File: src/rtl/multi_cycle_ctrl_if.sv
// Datapath-facing bundle of the multi-cycle controller: IR opcode, ALU flags and memory ready in,
// datapath enables, mux selects, ALU opcode, state and retire count out.
interface multi_cycle_ctrl_if #(
    parameter int OP_W    = 6,
    parameter int ALUOP_W = 3,
    parameter int CNT_W   = 32
);
    logic [OP_W-1:0]    Opcode;
    logic               zero;
    logic               sign;
    logic               mem_ready;

    logic               PCWre;
    logic               IRWre;
    logic               RegWre;
    logic [1:0]         RegDst;
    logic               WrRegDSrc;
    logic               ALUSrcA;
    logic               ALUSrcB;
    logic               DBDataSrc;
    logic               ExtSel;
    logic [1:0]         PCSrc;
    logic [ALUOP_W-1:0] ALUOp;
    logic               nRD;
    logic               nWR;
    logic [2:0]         state;
    logic               halted;
    logic [CNT_W-1:0]   instr_count;

    // datapath / IR side
    modport master (
        output Opcode, zero, sign, mem_ready,
        input  PCWre, IRWre, RegWre, RegDst, WrRegDSrc, ALUSrcA, ALUSrcB,
               DBDataSrc, ExtSel, PCSrc, ALUOp, nRD, nWR, state, halted, instr_count
    );

    // controller side
    modport slave (
        input  Opcode, zero, sign, mem_ready,
        output PCWre, IRWre, RegWre, RegDst, WrRegDSrc, ALUSrcA, ALUSrcB,
               DBDataSrc, ExtSel, PCSrc, ALUOp, nRD, nWR, state, halted, instr_count
    );
endinterface

File: src/rtl/multi_cycle_ctrl.sv
// Multi-cycle CPU control FSM (IF/ID/EXE/MEM/WB) driving datapath controls and a retire counter.
// Controls are combinational from state and opcode; IF and MEM stall while memory is not ready.
module multi_cycle_ctrl #(
    parameter int OP_W    = 6,
    parameter int ALUOP_W = 3,
    parameter int WAIT_EN = 1,
    parameter int CNT_W   = 32
) (
    input  logic             CLK,
    input  logic             Reset,
    multi_cycle_ctrl_if.slave bus
);

    localparam logic [OP_W-1:0] OP_ADD   = OP_W'(6'b000000);
    localparam logic [OP_W-1:0] OP_SUB   = OP_W'(6'b000001);
    localparam logic [OP_W-1:0] OP_ADDIU = OP_W'(6'b000010);
    localparam logic [OP_W-1:0] OP_ANDI  = OP_W'(6'b010000);
    localparam logic [OP_W-1:0] OP_AND   = OP_W'(6'b010001);
    localparam logic [OP_W-1:0] OP_ORI   = OP_W'(6'b010010);
    localparam logic [OP_W-1:0] OP_OR    = OP_W'(6'b010011);
    localparam logic [OP_W-1:0] OP_SLL   = OP_W'(6'b011000);
    localparam logic [OP_W-1:0] OP_SLTI  = OP_W'(6'b011100);
    localparam logic [OP_W-1:0] OP_SW    = OP_W'(6'b110000);
    localparam logic [OP_W-1:0] OP_LW    = OP_W'(6'b110001);
    localparam logic [OP_W-1:0] OP_BEQ   = OP_W'(6'b110100);
    localparam logic [OP_W-1:0] OP_BNE   = OP_W'(6'b110101);
    localparam logic [OP_W-1:0] OP_BLTZ  = OP_W'(6'b110110);
    localparam logic [OP_W-1:0] OP_J     = OP_W'(6'b111000);
    localparam logic [OP_W-1:0] OP_JR    = OP_W'(6'b111001);
    localparam logic [OP_W-1:0] OP_JAL   = OP_W'(6'b111010);
    localparam logic [OP_W-1:0] OP_HALT  = OP_W'(6'b111111);

    localparam logic [ALUOP_W-1:0] ALU_ADD = ALUOP_W'(3'b000);
    localparam logic [ALUOP_W-1:0] ALU_SUB = ALUOP_W'(3'b001);
    localparam logic [ALUOP_W-1:0] ALU_SLL = ALUOP_W'(3'b010);
    localparam logic [ALUOP_W-1:0] ALU_OR  = ALUOP_W'(3'b011);
    localparam logic [ALUOP_W-1:0] ALU_AND = ALUOP_W'(3'b100);
    localparam logic [ALUOP_W-1:0] ALU_SLT = ALUOP_W'(3'b101);

    // All eight 3-bit codes are taken by the working states, so HALT lives in bit 3;
    // the 3-bit state port then reads 000 in HALT and halted tells it apart from IF.
    typedef enum logic [3:0] {
        S_IF     = 4'b0000,
        S_ID     = 4'b0001,
        S_EXE_LS = 4'b0010,
        S_MEM    = 4'b0011,
        S_WB_LD  = 4'b0100,
        S_EXE_BR = 4'b0101,
        S_EXE_AL = 4'b0110,
        S_WB_AL  = 4'b0111,
        S_HALT   = 4'b1000
    } state_e;

    state_e           state_q, state_d;
    logic [CNT_W-1:0] cnt_q, cnt_d;

    logic mem_rdy;
    assign mem_rdy = (WAIT_EN == 0) ? 1'b1 : bus.mem_ready;

    // opcode decode
    logic               is_alu, is_rtype, is_br, is_ls, is_sw, is_jmp, is_halt;
    logic [ALUOP_W-1:0] dec_alu_op;
    logic               dec_src_a, dec_src_b, dec_ext;
    logic               br_taken;

    always_comb begin
        is_alu     = 1'b0;
        is_rtype   = 1'b0;
        is_br      = 1'b0;
        is_ls      = 1'b0;
        is_sw      = 1'b0;
        is_jmp     = 1'b0;
        is_halt    = 1'b0;
        dec_alu_op = ALU_ADD;
        dec_src_a  = 1'b0;
        dec_src_b  = 1'b0;
        dec_ext    = 1'b0;
        case (bus.Opcode)
            OP_ADD:   begin is_alu = 1'b1; is_rtype = 1'b1; end
            OP_SUB:   begin is_alu = 1'b1; is_rtype = 1'b1; dec_alu_op = ALU_SUB; end
            OP_ADDIU: begin is_alu = 1'b1; dec_src_b = 1'b1; dec_ext = 1'b1; end
            OP_ANDI:  begin is_alu = 1'b1; dec_src_b = 1'b1; dec_alu_op = ALU_AND; end
            OP_AND:   begin is_alu = 1'b1; is_rtype = 1'b1; dec_alu_op = ALU_AND; end
            OP_ORI:   begin is_alu = 1'b1; dec_src_b = 1'b1; dec_alu_op = ALU_OR; end
            OP_OR:    begin is_alu = 1'b1; is_rtype = 1'b1; dec_alu_op = ALU_OR; end
            OP_SLL:   begin is_alu = 1'b1; is_rtype = 1'b1; dec_alu_op = ALU_SLL; dec_src_a = 1'b1; end
            OP_SLTI:  begin is_alu = 1'b1; dec_src_b = 1'b1; dec_ext = 1'b1; dec_alu_op = ALU_SLT; end
            OP_SW:    begin is_ls = 1'b1; is_sw = 1'b1; end
            OP_LW:    is_ls   = 1'b1;
            OP_BEQ,
            OP_BNE,
            OP_BLTZ:  is_br   = 1'b1;
            OP_J,
            OP_JR,
            OP_JAL:   is_jmp  = 1'b1;
            OP_HALT:  is_halt = 1'b1;
            default:  ;
        endcase
    end

    assign br_taken = ((bus.Opcode == OP_BEQ)  &&  bus.zero) ||
                      ((bus.Opcode == OP_BNE)  && !bus.zero) ||
                      ((bus.Opcode == OP_BLTZ) &&  bus.sign);

    // next state and datapath controls
    logic               pc_wre, ir_wre, reg_wre, wr_src, src_a, src_b, db_src, ext_sel, n_rd, n_wr;
    logic [1:0]         reg_dst, pc_src;
    logic [ALUOP_W-1:0] alu_op;

    always_comb begin
        state_d = state_q;
        pc_wre  = 1'b0;
        ir_wre  = 1'b0;
        reg_wre = 1'b0;
        reg_dst = 2'b00;
        wr_src  = 1'b0;
        src_a   = 1'b0;
        src_b   = 1'b0;
        db_src  = 1'b0;
        ext_sel = 1'b0;
        pc_src  = 2'b00;
        alu_op  = ALU_ADD;
        n_rd    = 1'b1;
        n_wr    = 1'b1;
        case (state_q)
            S_IF: begin
                n_rd   = 1'b0;
                ir_wre = mem_rdy;
                if (mem_rdy) state_d = S_ID;
            end
            S_ID: begin
                if (is_jmp) begin
                    pc_wre  = 1'b1;
                    pc_src  = (bus.Opcode == OP_JR) ? 2'b10 : 2'b11;
                    reg_wre = (bus.Opcode == OP_JAL);
                    state_d = S_IF;
                end else if (is_halt) begin
                    state_d = S_HALT;
                end else if (is_br) begin
                    state_d = S_EXE_BR;
                end else if (is_ls) begin
                    state_d = S_EXE_LS;
                end else if (is_alu) begin
                    state_d = S_EXE_AL;
                end else begin
                    // undefined opcode retires as a NOP
                    pc_wre  = 1'b1;
                    state_d = S_IF;
                end
            end
            S_EXE_AL: begin
                alu_op  = dec_alu_op;
                src_a   = dec_src_a;
                src_b   = dec_src_b;
                ext_sel = dec_ext;
                state_d = S_WB_AL;
            end
            S_WB_AL: begin
                alu_op  = dec_alu_op;
                src_a   = dec_src_a;
                src_b   = dec_src_b;
                ext_sel = dec_ext;
                reg_wre = 1'b1;
                wr_src  = 1'b1;
                reg_dst = is_rtype ? 2'b10 : 2'b01;
                pc_wre  = 1'b1;
                state_d = S_IF;
            end
            S_EXE_BR: begin
                alu_op  = ALU_SUB;
                ext_sel = 1'b1;
                pc_src  = br_taken ? 2'b01 : 2'b00;
                pc_wre  = 1'b1;
                state_d = S_IF;
            end
            S_EXE_LS: begin
                alu_op  = ALU_ADD;
                src_b   = 1'b1;
                ext_sel = 1'b1;
                state_d = S_MEM;
            end
            S_MEM: begin
                if (is_sw) begin
                    n_wr   = 1'b0;
                    pc_wre = mem_rdy;
                    if (mem_rdy) state_d = S_IF;
                end else begin
                    n_rd = 1'b0;
                    if (mem_rdy) state_d = S_WB_LD;
                end
            end
            S_WB_LD: begin
                reg_wre = 1'b1;
                db_src  = 1'b1;
                reg_dst = 2'b01;
                wr_src  = 1'b1;
                pc_wre  = 1'b1;
                state_d = S_IF;
            end
            S_HALT: ;
            default: state_d = S_IF;
        endcase
    end

    assign cnt_d = pc_wre ? cnt_q + CNT_W'(1) : cnt_q;

    always_ff @(posedge CLK or negedge Reset) begin
        if (!Reset) begin
            state_q <= S_IF;
            cnt_q   <= '0;
        end else begin
            state_q <= state_d;
            cnt_q   <= cnt_d;
        end
    end

    assign bus.PCWre       = pc_wre;
    assign bus.IRWre       = ir_wre;
    assign bus.RegWre      = reg_wre;
    assign bus.RegDst      = reg_dst;
    assign bus.WrRegDSrc   = wr_src;
    assign bus.ALUSrcA     = src_a;
    assign bus.ALUSrcB     = src_b;
    assign bus.DBDataSrc   = db_src;
    assign bus.ExtSel      = ext_sel;
    assign bus.PCSrc       = pc_src;
    assign bus.ALUOp       = alu_op;
    assign bus.nRD         = n_rd;
    assign bus.nWR         = n_wr;
    assign bus.state       = state_q[2:0];
    assign bus.halted      = (state_q == S_HALT);
    assign bus.instr_count = cnt_q;

endmodule

File: src/flat_wrapper.sv
// flat-port wrapper written by rule: the top's interface ports become plain ports
module multi_cycle_ctrl_flat 
#(
    parameter int OP_W    = 6,
    parameter int ALUOP_W = 3,
    parameter int WAIT_EN = 1,
    parameter int CNT_W   = 32
)
  (CLK, Reset, bus_Opcode, bus_zero, bus_sign, bus_mem_ready, bus_PCWre, bus_IRWre, bus_RegWre, bus_RegDst, bus_WrRegDSrc, bus_ALUSrcA, bus_ALUSrcB, bus_DBDataSrc, bus_ExtSel, bus_PCSrc, bus_ALUOp, bus_nRD, bus_nWR, bus_state, bus_halted, bus_instr_count);
  multi_cycle_ctrl_if #(.OP_W(OP_W), .ALUOP_W(ALUOP_W), .CNT_W(CNT_W)) bus_i ();
  input  logic CLK;
  input  logic Reset;
  input wire logic [$bits(bus_i.Opcode)-1:0] bus_Opcode;
  input wire logic [$bits(bus_i.zero)-1:0] bus_zero;
  input wire logic [$bits(bus_i.sign)-1:0] bus_sign;
  input wire logic [$bits(bus_i.mem_ready)-1:0] bus_mem_ready;
  output wire logic [$bits(bus_i.PCWre)-1:0] bus_PCWre;
  output wire logic [$bits(bus_i.IRWre)-1:0] bus_IRWre;
  output wire logic [$bits(bus_i.RegWre)-1:0] bus_RegWre;
  output wire logic [$bits(bus_i.RegDst)-1:0] bus_RegDst;
  output wire logic [$bits(bus_i.WrRegDSrc)-1:0] bus_WrRegDSrc;
  output wire logic [$bits(bus_i.ALUSrcA)-1:0] bus_ALUSrcA;
  output wire logic [$bits(bus_i.ALUSrcB)-1:0] bus_ALUSrcB;
  output wire logic [$bits(bus_i.DBDataSrc)-1:0] bus_DBDataSrc;
  output wire logic [$bits(bus_i.ExtSel)-1:0] bus_ExtSel;
  output wire logic [$bits(bus_i.PCSrc)-1:0] bus_PCSrc;
  output wire logic [$bits(bus_i.ALUOp)-1:0] bus_ALUOp;
  output wire logic [$bits(bus_i.nRD)-1:0] bus_nRD;
  output wire logic [$bits(bus_i.nWR)-1:0] bus_nWR;
  output wire logic [$bits(bus_i.state)-1:0] bus_state;
  output wire logic [$bits(bus_i.halted)-1:0] bus_halted;
  output wire logic [$bits(bus_i.instr_count)-1:0] bus_instr_count;
  assign bus_i.Opcode = bus_Opcode;
  assign bus_i.zero = bus_zero;
  assign bus_i.sign = bus_sign;
  assign bus_i.mem_ready = bus_mem_ready;
  assign bus_PCWre = bus_i.PCWre;
  assign bus_IRWre = bus_i.IRWre;
  assign bus_RegWre = bus_i.RegWre;
  assign bus_RegDst = bus_i.RegDst;
  assign bus_WrRegDSrc = bus_i.WrRegDSrc;
  assign bus_ALUSrcA = bus_i.ALUSrcA;
  assign bus_ALUSrcB = bus_i.ALUSrcB;
  assign bus_DBDataSrc = bus_i.DBDataSrc;
  assign bus_ExtSel = bus_i.ExtSel;
  assign bus_PCSrc = bus_i.PCSrc;
  assign bus_ALUOp = bus_i.ALUOp;
  assign bus_nRD = bus_i.nRD;
  assign bus_nWR = bus_i.nWR;
  assign bus_state = bus_i.state;
  assign bus_halted = bus_i.halted;
  assign bus_instr_count = bus_i.instr_count;
  multi_cycle_ctrl #(.OP_W(OP_W), .ALUOP_W(ALUOP_W), .WAIT_EN(WAIT_EN), .CNT_W(CNT_W)) u_core (.CLK(CLK), .Reset(Reset), .bus(bus_i));
endmodule
File: config.mk
export PLATFORM = sky130hd
export DESIGN_NAME = multi_cycle_ctrl_flat
export DESIGN_NICKNAME = d
export VERILOG_FILES = /design/src/rtl/multi_cycle_ctrl_if.sv /design/src/rtl/multi_cycle_ctrl.sv /design/src/flat_wrapper.sv
export SDC_FILE = /design/constraint.sdc
export NUM_CORES = 1
export LEC_CHECK = 0
export BUFFER_PORTS_ARGS = -buffer_cell sky130_fd_sc_hd__buf_2
export CORE_ASPECT_RATIO = 0.8
export CORE_MARGIN = 4
export CORE_UTILIZATION = 45
export CTS_BUF_LIST = sky130_fd_sc_hd__clkbuf_4
export DETAILED_ROUTE_END_ITERATION = 8
export GPL_TIMING_DRIVEN = 0
export HOLD_SLACK_MARGIN = 0.05
export PLACE_DENSITY = 0.72
export SETUP_SLACK_MARGIN = 0.3
export SLEW_MARGIN = 25
export SYNTH_ARGS = -nofsm -noshare
export SYNTH_HDL_FRONTEND = slang
export SYNTH_SLANG_ARGS = --single-unit
File: constraint.sdc
create_clock -name CLK -period 1.99 [get_ports CLK]
set_clock_uncertainty 0.1 [all_clocks]
set_input_delay 0 -clock CLK [delete_from_list [all_inputs] [get_ports CLK]]
set_output_delay 0 -clock CLK [all_outputs]
set_load 0.05 [all_outputs]
Word level (Yosys, flattened, before mapping)
Index checks and enable logic that the tools add are counted.

operators by class
  equality and inequality tests = 27
  bitwise logic cells = 1
  muxes and demuxes = 47
  add/subtract/negate cells = 1
  reduce and logical (&&, ||, !) cells = 22

operator list
  operator                                              count
  equality test 6 bit (second input constant)           9
  equality test 6 x 5 -> 1 bit (second input constant)  6
  adder 32 x 1 -> 32 bit (second input constant)        1
  2-to-1 mux 4 bit                                      8
  2-to-1 mux 1 bit                                      26
  one-hot mux 4 bit (6 select lines)                    1
  equality test 4 x 3 -> 1 bit (second input constant)  4
  one-hot mux 3 bit (5 select lines)                    1
  OR reduction 2 bit                                    7
  OR reduction 3 bit                                    3
  OR reduction 9 bit                                    1
  equality test 4 x 2 -> 1 bit (second input constant)  2
  one-hot mux 1 bit (2 select lines)                    4
  one-hot mux 2 bit (2 select lines)                    2
  equality test 6 x 1 -> 1 bit (second input constant)  1
  equality test 6 x 2 -> 1 bit (second input constant)  1
  zero test 6 bit                                       1
  one-hot mux 3 bit (2 select lines)                    1
  OR reduction 5 bit                                    1
  equality test 4 x 1 -> 1 bit (second input constant)  1
  equality test 4 bit (second input constant)           1
  zero test 4 bit                                       1
  2-to-1 mux 2 bit                                      2
  inequality test 2 bit (second input constant)         2
  8 further kinds                                       11

word-level totals
  output and inout port bits = 53
  bits of input ports = 11
  flip-flop bits (word level) = 36
  logic and storage cells = 100

Logic depth before layout (Yosys ltp)
  depth in word-level cells = 9
  mapped depth = 8
  mapped depth without buffers = 6

Least setup slack after synthesis
OpenSTA, ideal clock, no wires.

  path kind = reg-to-output
  start point = register u_core.state_q[1]
  end point = output bus_ExtSel
  arrival = 3.260 ns
  required time = 1.890 ns
  slack = -1.370 ns
  cell stages (with the launch flop) = 4
  buffers on the path = 1
  path through = dfrtp_1 -> clkbuf_1 -> nor2_1 -> a2111oi_0

on the way
  cells in the longest elaborated chain, start to end = 3
  elaborated cells between the ends (all ways) = 7
  those cells by class = 4 x eq/ne; 1 x mux; 2 x reduce/logical

RTL lines
  item                                                                          RTL line                 source
  start: declaration                                                            multi_cycle_ctrl.sv:54   state_e state_q, state_d;
  start signal: assignment                                                      multi_cycle_ctrl.sv:212  state_q <= state_d;
  equality test 4 x 2 -> 1 bit or equality test 4 x 3 -> 1 bit (tied branches)  multi_cycle_ctrl.sv:125  case (state_q)
  OR reduction 2 bit (no source line)                                           -
  one-hot mux 1 bit (2 select lines) (*)                                        multi_cycle_ctrl.sv:125
  end: declaration                                                              flat_wrapper.sv:25       output wire logic [$bits(bus_i.ExtSel)-1:0] bus_ExtSel;

Every way passes the cells marked *; elsewhere a longest branch is shown, timed or not.

Worst setup path in the final report
  start point = register u_core.state_q[1]
  end point = output bus_PCSrc[0]

on the way
  cells in the longest elaborated chain, start to end = 2
  elaborated cells between the ends (all ways) = 3
  those cells by class = 2 x eq/ne; 1 x mux

RTL lines
  item                                                                          RTL line                 source
  equality test 4 x 3 -> 1 bit or equality test 4 x 1 -> 1 bit (tied branches)  multi_cycle_ctrl.sv:125
  one-hot mux 2 bit (2 select lines) (*)                                        multi_cycle_ctrl.sv:125
  end: declaration                                                              flat_wrapper.sv:26       output wire logic [$bits(bus_i.PCSrc)-1:0] bus_PCSrc;

Marks and branches as above.

==> impl_results.md <==
* Seq cells post-synth at 36
* Worst VDD drop at 1120 µV
* Synth unique cells at 51
* Die width at 90.3 µm
* Leakage power at 1.62 nW
* Largest net degree at the start of global routing at 37
* Vias at 2549
* # nets final at 371
* Slowest stage cell, crit path: or4b_4
* Max-cap violations at 0
* Seq/Total Area, Yosys at 0.369
* Area of the mapped netlist at 0.00244 mm²
* CP max stage delay at 0.57 ns
* DRT iter0 DRCs at 181
* Yosys warns at 0
* Hold_sp: bus_Opcode[3]
* I/O pins at 64
* Fillers at 381
* WS Path Type: flop to primary output
* Post-layout min period at 2.17 ns
* Status: finished with violations
* CP endpoint kind: primary output
* RR Endpoint: u_core.bus.instr_count[8]$_DFFE_PN0P_
* # H-tree levels at 2
* Top FF cell, synth: dfrtp_1
* FFs w/ async S/R, synth at 1.00
* CTS sink count at 36
* Die Y at 73.9 µm
* Tot GR Track Use at 0.215
* ANT cells at 0
* Switching power at 1.96 mW
* Hold crit path type: primary input to flop
* Vias in the first global route at 2339
* Setup WS pre-CTS at -0.419 ns
* CTS root buf: clkbuf_4
* Pwr dens at 1140 mW/mm²
* RSZ-0062 raised after global routing: true
* Cell Chain, Critical Path: or4b_4, buf_6, nor4_4, nand2b_4, buf_8
* WL/cell at 18.1 µm
* Commonest cells after routing, fill and taps aside: buf_2, dfrtp_1, xnor2_1
* Total Wirelength at 7.63 mm
* CTS tree: done
* Int Pwr at 2.10 mW
* Failing checks: negative setup slack
* Inserted Clock Buffers at 5
* First-pass GRT wire length at 11.7 mm
* Grt met3 use at 0.0450
* M1 GR Usage at 0.313
* CTS Buffer Depth at 2
* Period utilization at 1.09
* Setup crit start kind: flop
* Clock Latency Late Sink at 0.33 ns
* Critical Path AT at 2.07 ns
* Actual slew at the worst max-slew pin at 0.815 ns
* Cell Count Post-Placement at 390
* Final Hold Vio Count at 0
* Max FO, Critical Path at 4
* Max-slew violations at 0
* PortBufs at 61
* Post-route setup slack at -0.184 ns
* Synth Instances at 267
* Storage cell area at 906 µm²
* Syn Nets at 279
* Die area at 0.00667 mm²
* Top cell type's share of synthesized area at 0.369
* EDFF count, synth at 0
* Worst-path clk slew at 0.11 ns
* Total congestion overflow at 0
* Area of the multi-input gates at 0.00166 mm²
* Via density at 6.04
* Syn Area/Cell at 9.14 µm²
* Syn-to-layout area delta at 45.9%
* Critical Path RT at 1.89 ns
* Power share of the combinational group at 0.671
* Count of final setup violators at 35
* Final HPWL DP at 4.72 mm
* Clk pwr share at 0.098
* R2R depth at 8
* Hold Path End: u_core.state_q[3]$_DFFE_PN0P_
* Pwr Total at 4.06 mW
* Ranking of synthesized cells by area: dfrtp_1, xnor2_1, o2111ai_1, and3_1, o211ai_1
* Leading area contributor after synthesis: dfrtp_1
* Final cell count without fillers at 422
* Reg2reg setup slack at -0.13 ns
* Flop pwr share at 0.231
* Leading cell type in the layout, fill and taps excluded: buf_2
* Rel. slew slack at 0.457
* Fin util at 0.695
* Worst hold margin at 0.149 ns
* Core box area at 0.00512 mm²
* Initial antenna violation count at 0
* Cell family with most CP delay: simple AND/OR/NAND/NOR gates
* Starting Density at 0.476
* DRC Markers at 0
* Worst path bufs/invs at 2
* R2r startpoint: u_core.state_q[1]$_DFFE_PN0P_
* Switch share at 0.484
* FMAX at 460 MHz
* FP Rows at 23
* Layout cells sized above 1 at 0.450
* ANT nets after route at 0
* Hold path depth at 4
* Placer Congestion at 0.901
* TritonRoute pass-1 iters at 5
* Busiest layer in global routing: met2
* Grt met2 use at 0.330
repair_timing:
action,4_1_cts,5_1_grt
endpoints found under the setup margin,51,53
gates cloned,0,2
pin swaps,10,11
setup buffers,11,9
hold buffers,2,0
resized for setup,60,69
endpoints found under the hold margin,39,0
worst min-delay path: stages:
cell and delay [ns]:
buf_2 0.15, nand3_1 0.18, or4_4 0.17, a211oi_2 0.05
cell type report:
cell class              instances  area share
repair buffers                 85       0.185
multi-input cells             202       0.467
flip-flops and latches         36       0.254
well taps                      62      0.0218
clock inverters                 1     0.00105
inverters                       3     0.00316
plain buffers                  26      0.0527
clock buffers                   7      0.0148
through the flow:
step | cell area (µm²) | setup TNS, ns
global route | 3560 | -5.44
floorplan | 2490 | -17.55
CTS | 3240 | -3.45
global placement | 2870 | -10.98
finish | 3560 | -2.92
detailed placement | 2870 | -10.93
state kept, by name, indices dropped and copies added, names as in the netlist:
register,count
u_core.bus.instr_count,32
u_core.state_q,4
worst max path at each step:
stage | startpoint | to | cells past startpoint
final | u_core.state_q[1]$_DFFE_PN0P_ | bus_PCSrc[0] | 5
after floorplan | u_core.state_q[2]$_DFFE_PN0P_ | u_core.bus.instr_count[1]$_DFFE_PN0P_ | 5
after global routing | u_core.state_q[1]$_DFFE_PN0P_ | bus_PCWre | 7
after CTS | u_core.state_q[2]$_DFFE_PN0P_ | bus_PCWre | 7
after detailed placement | u_core.state_q[1]$_DFFE_PN0P_ | u_core.bus.instr_count[21]$_DFFE_PN0P_ | 6
after global placement | u_core.state_q[1]$_DFFE_PN0P_ | u_core.bus.instr_count[21]$_DFFE_PN0P_ | 6
power groups by stage:
stage	clock, mW	combinational, mW	sequential (mW)
floorplan	0	1.23	1.13
global placement	0	1.81	0.936
detailed placement	0	1.81	0.939
CTS	0.407	2.20	0.927
global route	0.446	2.85	0.948
finish	0.399	2.72	0.937
logic make-up (layout without fill, tap and decap cells):
kind of cell,after synthesis,in the layout,synth area share
AOI/OAI and AO/OA,62,62,0.179
DFF,36,36,0.369
xor gates and xnor gates,32,32,0.115
adders and majority gates,1,1,0.00513
and+or+nand+nor,103,103,0.256
buffers and inverters,29,122,0.0569
muxes,4,4,0.0179
synthesized netlist by cell type (4+ instances only):
cell and number:
o2111ai_1 14, and2_1 8, o211ai_1 13, o21ai_0 9, o21ai_1 5, nand4_1 4, nor3_1 7, nand2b_1 8
a21oi_1 6, and3_1 16, clkbuf_1 13, dfrtp_1 36, buf_4 6, xnor2_1 31, nor4_1 6, nand2_1 12
nor2_1 16, nand3_1 4, buf_2 6
metal layers:
metal | part of all wire | up-vias
li1 | - | 1171
met1 | 0.46 | 1224
met2 | 0.45 | 138
met3 | 0.076 | 16
met4 | 0.018 | 0
met5 | 0 | -
Power figures use the tool's default switching activity.
